<file path="src/rtl/hazard_scoreboard.sv">
// Hazard unit beside decode: shift-register scoreboard of in-flight writes,
// RAW/load-use/control/memory hazard detection and execute-stage bypass selects.
module hazard_scoreboard #(
  parameter  int REG_AW   = 5,
  parameter  int DEPTH    = 3,
  parameter  int FWD_EN   = 1,
  parameter  int LOAD_LAT = 1,
  parameter  int FLUSH    = 2,
  parameter  int PERF_W   = 32,
  localparam int SEL_W    = $clog2(DEPTH + 1)
) (
  input  logic              i_clk,
  input  logic              i_rst,
  input  logic              i_id_valid,
  input  logic [REG_AW-1:0] i_id_rs1,
  input  logic [REG_AW-1:0] i_id_rs2,
  input  logic              i_id_rs1_use,
  input  logic              i_id_rs2_use,
  input  logic [REG_AW-1:0] i_id_rd,
  input  logic              i_id_rd_we,
  input  logic              i_id_is_load,
  input  logic              i_jump_taken,
  input  logic              i_imem_ready,
  input  logic              i_dmem_ready,
  input  logic              i_dmem_use,
  output logic              o_data_hazard,
  output logic              o_control_hazard,
  output logic              o_stall,
  output logic              o_imem_stall,
  output logic              o_dmem_stall,
  output logic [SEL_W-1:0]  o_fwd_sel_rs1,
  output logic [SEL_W-1:0]  o_fwd_sel_rs2,
  output logic [PERF_W-1:0] o_hazard_cycles
);

  localparam int CNT_W = (FLUSH > 1) ? $clog2(FLUSH) : 1;

  logic [DEPTH:1]             r_valid;
  logic [DEPTH:1]             r_load;
  logic [DEPTH:1][REG_AW-1:0] r_rd;
  logic [CNT_W-1:0]           r_flush_cnt;
  logic [PERF_W-1:0]          r_hazard_cycles;

  logic [DEPTH:1]   w_match1;
  logic [DEPTH:1]   w_match2;
  logic             w_found1;
  logic             w_found2;
  logic [SEL_W-1:0] w_y1;
  logic [SEL_W-1:0] w_y2;
  logic             w_lu1;
  logic             w_lu2;
  logic             w_raw;
  logic             w_ctrl;
  logic             w_imem_stall;
  logic             w_dmem_stall;
  logic             w_stall;
  logic             w_data_hazard;
  logic             w_new_valid;

  // Youngest matching stage per source; load-use is judged on that stage only.
  always_comb begin
    w_match1 = '0;
    w_match2 = '0;
    w_found1 = 1'b0;
    w_found2 = 1'b0;
    w_y1     = '0;
    w_y2     = '0;
    w_lu1    = 1'b0;
    w_lu2    = 1'b0;
    for (int k = 1; k <= DEPTH; k++) begin
      w_match1[k] = i_id_rs1_use & r_valid[k] & (r_rd[k] == i_id_rs1);
      w_match2[k] = i_id_rs2_use & r_valid[k] & (r_rd[k] == i_id_rs2);
      if (w_match1[k] && !w_found1) begin
        w_found1 = 1'b1;
        w_y1     = SEL_W'(k);
        w_lu1    = (k <= LOAD_LAT) && r_load[k];
      end
      if (w_match2[k] && !w_found2) begin
        w_found2 = 1'b1;
        w_y2     = SEL_W'(k);
        w_lu2    = (k <= LOAD_LAT) && r_load[k];
      end
    end
  end

  always_comb begin
    if (FWD_EN != 0) begin
      w_raw         = w_lu1 | w_lu2;
      o_fwd_sel_rs1 = (w_found1 && !w_lu1) ? w_y1 : '0;
      o_fwd_sel_rs2 = (w_found2 && !w_lu2) ? w_y2 : '0;
    end else begin
      w_raw         = (|w_match1) | (|w_match2);
      o_fwd_sel_rs1 = '0;
      o_fwd_sel_rs2 = '0;
    end
  end

  assign w_ctrl        = i_jump_taken | (r_flush_cnt != '0);
  assign w_imem_stall  = ~i_imem_ready;
  assign w_dmem_stall  = ~i_dmem_ready & i_dmem_use;
  assign w_stall       = w_dmem_stall | (w_imem_stall & i_jump_taken & ~i_dmem_use);
  // Control wins over data: a squashed instruction never requests a bubble.
  assign w_data_hazard = i_id_valid & w_raw & ~w_ctrl;
  assign w_new_valid   = i_id_valid & i_id_rd_we & (i_id_rd != '0) & ~w_data_hazard & ~w_ctrl;

  assign o_data_hazard    = w_data_hazard;
  assign o_control_hazard = w_ctrl;
  assign o_stall          = w_stall;
  assign o_imem_stall     = w_imem_stall;
  assign o_dmem_stall     = w_dmem_stall;
  assign o_hazard_cycles  = r_hazard_cycles;

  // A stall freezes the scoreboard and flush count; the perf counter keeps running.
  always_ff @(posedge i_clk) begin
    if (i_rst) begin
      r_valid         <= '0;
      r_load          <= '0;
      r_rd            <= '0;
      r_flush_cnt     <= '0;
      r_hazard_cycles <= '0;
    end else begin
      if ((w_data_hazard || w_stall) && (r_hazard_cycles != {PERF_W{1'b1}}))
        r_hazard_cycles <= r_hazard_cycles + PERF_W'(1);
      if (!w_stall) begin
        for (int k = DEPTH; k >= 2; k--) begin
          r_valid[k] <= r_valid[k-1];
          r_load[k]  <= r_load[k-1];
          r_rd[k]    <= r_rd[k-1];
        end
        r_valid[1] <= w_new_valid;
        r_load[1]  <= i_id_is_load;
        r_rd[1]    <= i_id_rd;
        if (i_jump_taken)
          r_flush_cnt <= CNT_W'(FLUSH - 1);
        else if (r_flush_cnt != '0)
          r_flush_cnt <= r_flush_cnt - CNT_W'(1);
      end
    end
  end

endmodule
</file>
<file path="config.mk">
export PLATFORM = sky130hd
export DESIGN_NAME = hazard_scoreboard
export DESIGN_NICKNAME = d
export VERILOG_FILES = /design/src/rtl/hazard_scoreboard.sv
export SDC_FILE = /design/constraint.sdc
export NUM_CORES = 1
export LEC_CHECK = 0
export ABC_CLOCK_PERIOD_IN_PS = 4600
export BUFFER_PORTS_ARGS = -buffer_cell sky130_fd_sc_hd__clkbuf_2
export CORE_MARGIN = 3
export CORE_UTILIZATION = 41
export DETAILED_ROUTE_END_ITERATION = 6
export GPL_ROUTABILITY_DRIVEN = 0
export PLACE_DENSITY = 0.7
export SETUP_SLACK_MARGIN = 0.05
export SLEW_MARGIN = 20
export SYNTH_ARGS = -nofsm -noshare
export SYNTH_HDL_FRONTEND = slang
export SYNTH_SLANG_ARGS = --single-unit
export TNS_END_PERCENT = 100
</file>
<file path="constraint.sdc">
create_clock -name i_clk -period 4.6 [get_ports i_clk]
set_input_delay 0.46 -clock i_clk [delete_from_list [all_inputs] [get_ports i_clk]]
set_output_delay 0.46 -clock i_clk [all_outputs]
set_load 0.1 [all_outputs]
</file>
==> results of run 1 <==
## layer usage
layer  GRT usage (%)  up-vias  routed length, um
met5               0        -                  0
met3            3.50        8                319
met2            27.7       59               3180
li1                -     1341                  -
met4            4.87        0                 86
met1            23.9     1266               3160
## report_power, final
part / total (W) / switching, W / internal (W)
clock: 0.000264 / 0.000155 / 0.000109
sequential: 0.000472 / 0.0000127 / 0.000459
combinational: 0.000115 / 0.0000806 / 0.0000347
total: 0.000851 / 0.000248 / 0.000603
## layout by cell type, fill, tap and decap left out, drive strengths merged, types with 2 or more instances in the layout
cell,Yosys,layout
nor4,6,6
xor2,37,37
a21boi,2,2
xnor2,4,4
nand2,48,48
o21ai,15,15
mux2i,3,3
nor3,8,8
nand3,11,11
inv,6,6
clkinv,1,2
or3,10,10
o211ai,8,8
nand2b,3,3
nor2b,9,9
clkbuf,13,72
nor2,40,40
and3,6,6
and2,3,3
buf,2,3
a211oi,2,2
or4,4,4
nand4,11,11
dfxtp,52,52
a21oi,31,31
mux2,8,8
## final timing paths
kind                          from                          endpoint  slack (ps)  cells past startpoint
max           r_rd[4]$_SDFFE_PP0N_                     o_data_hazard        1900                      4
min                   i_id_is_load            r_load[1]$_SDFFE_PP0N_         370                      3
max reg2reg   r_rd[4]$_SDFFE_PP0N_  o_hazard_cycles[12]$_SDFFE_PP0P_        2250                      6
min reg2reg  r_rd[12]$_SDFFE_PP0N_             r_rd[12]$_SDFFE_PP0N_         510                      2
## metrics by stage
stage	hold WS, ps	instance area [um2]	std cells	total power (W)	utilization, %
floorplan	450	2820	352	0.000561	-
global placement	484	3210	483	0.000595	49.4
detailed placement	498	3210	483	0.000597	49.4
CTS	369	3300	491	0.000856	50.7
global route	378	3300	491	0.000888	50.7
finish	373	3300	491	0.000851	50.7
## kinds of logic after synthesis
kind of cell               after synthesis  synth area share (%)
and+or+nand+nor                        163                  29.1
AOI/OAI and AO/OA                       62                  13.1
DFF                                     52                  36.9
muxes                                   11                  4.52
adders and majority gates                1                 0.443
buffers and inverters                   22                  3.24
xor gates and xnor gates                41                  12.7
## layout make-up
type	instances	area (um2)	area share, %
clock buffers	6	72.6	2.20
multi-input cells	278	1690	51.3
inverters	7	26.3	0.797
clock inverters	2	16.3	0.494
flip-flops and latches	52	1040	31.6
repair buffers	69	353	10.7
well taps	77	96.3	2.92
## registers in the layout (all words and copies together), names as in the netlist
signal and cells:
o_hazard_cycles 32, r_rd 15, r_valid 3, r_flush_cnt 1, r_load 1
## tightest hold or removal path: stages
cell and delay (ps):
clkbuf_2 80, nand2_1 50, a21oi_1 50
## Yosys cell counts, types with 4 or more instances
cell       n  area, um2
dfxtp_1   52       1040
nand2_1   48        180
nor2_1    38        143
xor2_1    37        324
a21oi_1   31        155
clkbuf_1  13       48.8
o21ai_0   13       65.1
nand3_1   11       55.1
nand4_1   10       62.6
nor2b_1    9       56.3
nor3_1     8       40.0
o211ai_1   7       52.6
and3_1     6       37.5
inv_1      6       22.5
mux2_2     6       67.6
nor4_1     6       37.5
or3_1      6       37.5
xnor2_1    4       35.0
==> flow_metrics.py, run 1 <==
metrics = {
    "global_routing": {
        "grt_usage_pct": 17.3,
        "grt-ovfl-total": 0,
        "antenna_found_initial": 0,
        "grt_max_degree": 33,
        "grt_pass1_vias": 2389,
        "grt_pass1_wl_um": 10900,
    },
    "setup_path": {
        "start_kind": "register",
        "slowest_delay_ps": 530,
        "cp-end-kind": "output pin",
        "cp_cell_sequence": "xor2_1 > nor4_1 > a22o_2 > clkbuf_2",
        "critical_path_buf_inv_count": 1,
        "required_ps": 4140,
        "crit_family": "buffers and inverters",
        "path_max_fanout": 15,
        "worstPathArrival_ps": 2240,
        "critPathSlowestCell": "clkbuf_2",
        "crit_type": "register to output pin",
    },
    "placed_design": {
        "io_buffers": 66,
        "dp_hpwl_um": 5000,
        "place_ws_ps": 1970,
    },
    "logic_synthesis": {
        "netlist_area_um2": 2820,
        "synth-seq-area-share_pct": 36.9,
        "syn_nets": 379,
        "synth-seq-cells": 52,
        "syn_area_per_cell_um2": 8.02,
        "yosysWarnings": 0,
        "synth-edff-count": 0,
        "ys_types": 47,
        "synthFlopType": "dfxtp_1",
        "syn_inst": 352,
        "async_flop_share_pct": 0,
    },
    "timing": {
        "max_clock_freq_mhz": 370,
        "clock_skew_ps": 9.36,
        "fin_tns_setup_ps": 0,
        "slew_headroom_pct": 57.7,
        "finalHoldViolations": 0,
        "rsz0062_at_grt": "no",
        "finalSetupViolCount": 0,
        "min_period_ps": 2700,
        "tightest_slew_ps": 628,
        "drv_slew": 0,
        "period_share_pct": 58.8,
        "fin_ws_ps": 1900,
    },
    "drt": {
        "antenna_left": 0,
        "dr.pass1.iters": 4,
        "routed_via_density": 5.45,
        "wl_um": 6750,
        "vias": 2674,
        "wl_per_cell_um": 13.8,
        "drc": 0,
        "drt_iter0_drc": 137,
    },
    "power": {
        "power.density_nw_per_um2": 258,
        "peakVddDrop_v": 0.000130,
        "leakagePower_nw": 1.36,
    },
    "clock_network": {
        "clkSinkCount": 52,
        "clock_path_buffers": 2,
        "ctsRootBufferMaster": "clkbuf_8",
        "cts_tree": "built",
        "numCtsBuffers": 5,
        "holdBufCountCts": 0,
        "h-tree-depth": 2,
        "path_clk_slew_ps": 100,
        "cts.repair.resized": 0,
        "cts_setup_buffers": 0,
        "clk_latency_ps": 310,
    },
    "status": {
        "status": "finished, final reports clean",
    },
    "final_layout": {
        "num-nets-final": 440,
        "fillers": 644,
        "diodes": 0,
        "area_delta_synth_final_pct": 16.8,
        "drive_above_1_share_pct": 23.2,
    },
    "flow_run": {
        "max_cap_viol_count": 0,
    },
    "floorplan": {
        "rows": 29,
        "start_util_pct": 43.5,
        "coreArea_um2": 6490,
        "ios": 67,
        "fp.dieW_um": 89.0,
        "dieArea_um2": 7920,
        "die_y_um": 89.0,
    },
    "hold_path": {
        "hp-class": "input pin to register",
    },
}
(Power assumes the default switching activity.)
==> run 2: changes to the inputs <==
- ABC_AREA: not set -> 1
- ABC_CLOCK_PERIOD_IN_PS: 4600 -> 2600
- PLACE_DENSITY: 0.7 -> 0.68
- clock period: 4.6 -> 2.6 ns (I/O delays scaled with it)
==> run 2 against run 1 <==
Compared with the run above:
- combinational power is 120% higher
- area after synthesis is 18% higher
- setup slack worse by 1500 ps
- clock-buffer cell count is 2 higher
- hold slack worse by 140 ps
- power is 86% higher
- clock power is 84% higher
- largest power group unchanged
- first-iteration DRC count is 69% higher
- cell area is 16% higher
==> flow_metrics.py, run 2 <==
metrics = {
    "status": {
        "status": "finished, final reports clean",
    },
    "clock_network": {
        "ctsRootBufferMaster": "clkbuf_8",
        "cts_setup_buffers": 0,
        "cts_tree": "built",
        "h-tree-depth": 2,
        "cts.repair.resized": 0,
        "numCtsBuffers": 5,
        "clkSinkCount": 52,
        "clock_path_buffers": 2,
        "clk_latency_ps": 310,
        "holdBufCountCts": 0,
        "path_clk_slew_ps": 100,
    },
    "logic_synthesis": {
        "async_flop_share_pct": 0,
        "synth_adder_area_share_pct": 0.376,
        "synth_top_area_cell": "dfxtp_1",
        "synth-seq-cells": 52,
        "yosysWarnings": 0,
        "yosysTopAreaCellShare_pct": 31.3,
        "synth-seq-area-share_pct": 31.3,
        "netlist_area_um2": 3330,
        "synth_xor_area_share_pct": 4.74,
        "synth.area.mux_share_pct": 0,
        "synth-edff-count": 0,
        "synth_top_family_by_area": "simple AND/OR/NAND/NOR gates",
        "synthFlopType": "dfxtp_1",
        "synth-compound-area-share_pct": 13.9,
        "synth_area_leaders": "dfxtp_1 (31%), nand2_1 (20%), nor2_1 (9.1%)",
        "ys_types": 26,
        "syn_inst": 555,
        "syn_area_per_cell_um2": 6.00,
        "syn_nets": 582,
        "yosys.area_share.simple_pct": 41.3,
        "netlist_top_cells_count": "nand2_1 (175), nor2_1 (81), a21oi_1 (56)",
        "synth.most_common_cell": "nand2_1",
    },
    "timing": {
        "finalSetupViolCount": 0,
        "rsz0062_at_grt": "no",
        "tightest_slew_ps": 590,
        "period_share_pct": 83.1,
        "finalHoldViolations": 0,
        "fin_tns_setup_ps": 0,
        "min_period_ps": 2160,
        "drv_slew": 0,
        "max_clock_freq_mhz": 463,
        "slew_headroom_pct": 60.6,
        "clock_skew_ps": 9.78,
    },
    "final_layout": {
        "diodes": 0,
        "layout_common_cells": "nand2_1 (175), nor2_1 (80), clkbuf_2 (66)",
        "area_delta_synth_final_pct": 14.7,
        "fillers": 830,
        "stdcell_count": 717,
        "largest_reg_flops": 32,
        "num-nets-final": 641,
        "multi_input_area_um2": 2010,
        "drive_above_1_share_pct": 14.1,
        "seq_area_um2": 1040,
        "final_common_cell": "nand2_1",
    },
    "drt": {
        "antenna_left": 0,
        "dr.pass1.iters": 5,
        "wl_um": 9430,
        "drc": 0,
        "vias": 3724,
        "wl_per_cell_um": 13.2,
        "drt_iter0_drc": 232,
        "routed_via_density": 5.19,
    },
    "global_routing": {
        "grt_usage_pct": 21.0,
        "grt-ovfl-total": 0,
        "antenna_found_initial": 0,
        "grt_pass1_wl_um": 15400,
        "grt_max_degree": 34,
        "grt_pass1_vias": 3236,
    },
    "power": {
        "swShare_pct": 29.9,
        "power.internal_w": 0.00111,
        "leakagePower_nw": 1.59,
        "p_comb_share_pct": 15.8,
        "power.density_nw_per_um2": 415,
        "power.switching_w": 0.000475,
        "p_seq_share_pct": 53.5,
        "clock_power_share_pct": 30.7,
        "peakVddDrop_v": 0.000245,
    },
    "floorplan": {
        "start_util_pct": 42.6,
        "fp.dieW_um": 96.1,
        "rows": 32,
        "die_y_um": 96.1,
        "coreArea_um2": 7810,
        "ios": 67,
        "dieArea_um2": 9240,
    },
    "placed_design": {
        "dp_hpwl_um": 7180,
        "placed_cells": 709,
        "io_buffers": 66,
    },
    "setup_path": {
        "crit_end": "o_data_hazard",
        "reg2regPathDepth": 11,
        "crit_type": "register to output pin",
        "cp-end-kind": "output pin",
        "path_max_fanout": 4,
        "reg2reg_from": "r_rd[1]$_SDFFE_PP0N_",
        "r2r-end": "o_hazard_cycles[5]$_SDFFE_PP0P_",
        "reg2reg_slack_ps": 480,
        "start_kind": "register",
        "worstPathArrival_ps": 1900,
        "required_ps": 2340,
        "critPathLaunch": "r_rd[1]$_SDFFE_PP0N_",
    },
    "hold_path": {
        "hp-class": "input pin to register",
    },
    "flow_run": {
        "max_cap_viol_count": 0,
    },
}
## run 2: final cells by class
cell class,count,area share (%)
well taps,102,3.34
repair buffers,71,9.63
clock buffers,8,2.36
inverters,48,4.72
flip-flops and latches,52,27.3
multi-input cells,436,52.7
## run 2: worst max-delay path, stage by stage (launching register included)
cell and delay, ps:
dfxtp_1 390, inv_1 90, nand2_1 60, nand2_1 50, nor2_1 110, nand3_1 160
nand2_1 110, nand2_1 100, inv_1 70, clkbuf_2 440
## run 2: how the worst min path moves through the flow
| stage | from | endpoint | slack (ps) | cells past startpoint |
|---|---|---|---|---|
| 2_1_floorplan | i_id_rd[0] | r_rd[0]$_SDFFE_PP0N_ | 430 | 2 |
| 3_3_place_gp | r_flush_cnt$_SDFFE_PP0N_ | r_flush_cnt$_SDFFE_PP0N_ | 460 | 2 |
| 3_5_place_dp | r_flush_cnt$_SDFFE_PP0N_ | r_flush_cnt$_SDFFE_PP0N_ | 470 | 2 |
| 4_1_cts | i_id_is_load | r_load[1]$_SDFFE_PP0N_ | 220 | 3 |
| 5_1_grt | i_id_rd[4] | r_rd[4]$_SDFFE_PP0N_ | 230 | 3 |
| 6_report | i_id_is_load | r_load[1]$_SDFFE_PP0N_ | 230 | 3 |
## run 2: kinds of logic after synthesis
group / count (synthesis)
simple gates: 328
compound gates: 89
buf+inv: 67
flops: 52
xor+xnor: 18
fa+ha+maj: 1
## run 2: metal layers
metal	GRT usage (%)	routed length [um]
met1	29.1	4440
met2	33.6	4320
met3	4.14	571
met4	4.74	93
met5	0	0
## run 2: power by group through the flow
stage | Clock, W | Sequential, W | Combinational [W]
2_1_floorplan | 0 | 0.000875 | 0.000175
3_3_place_gp | 0 | 0.000866 | 0.000247
3_5_place_dp | 0 | 0.000867 | 0.000250
4_1_cts | 0.000503 | 0.000848 | 0.000251
5_1_grt | 0.000542 | 0.000854 | 0.000278
6_report | 0.000486 | 0.000849 | 0.000251
## run 2: metrics by stage
| step | power (W) | hold slack, ps | cell area (um2) | worst slack [ps] | utilization, % |
|---|---|---|---|---|---|
| 2_1_floorplan | 0.00105 | 427 | 3340 | 143 | - |
| 3_3_place_gp | 0.00111 | 459 | 3730 | 504 | 47.8 |
| 3_5_place_dp | 0.00112 | 468 | 3730 | 459 | 47.8 |
| 4_1_cts | 0.00160 | 223 | 3820 | 412 | 48.9 |
| 5_1_grt | 0.00167 | 234 | 3820 | 206 | 48.9 |
| 6_report | 0.00159 | 229 | 3820 | 440 | 48.9 |
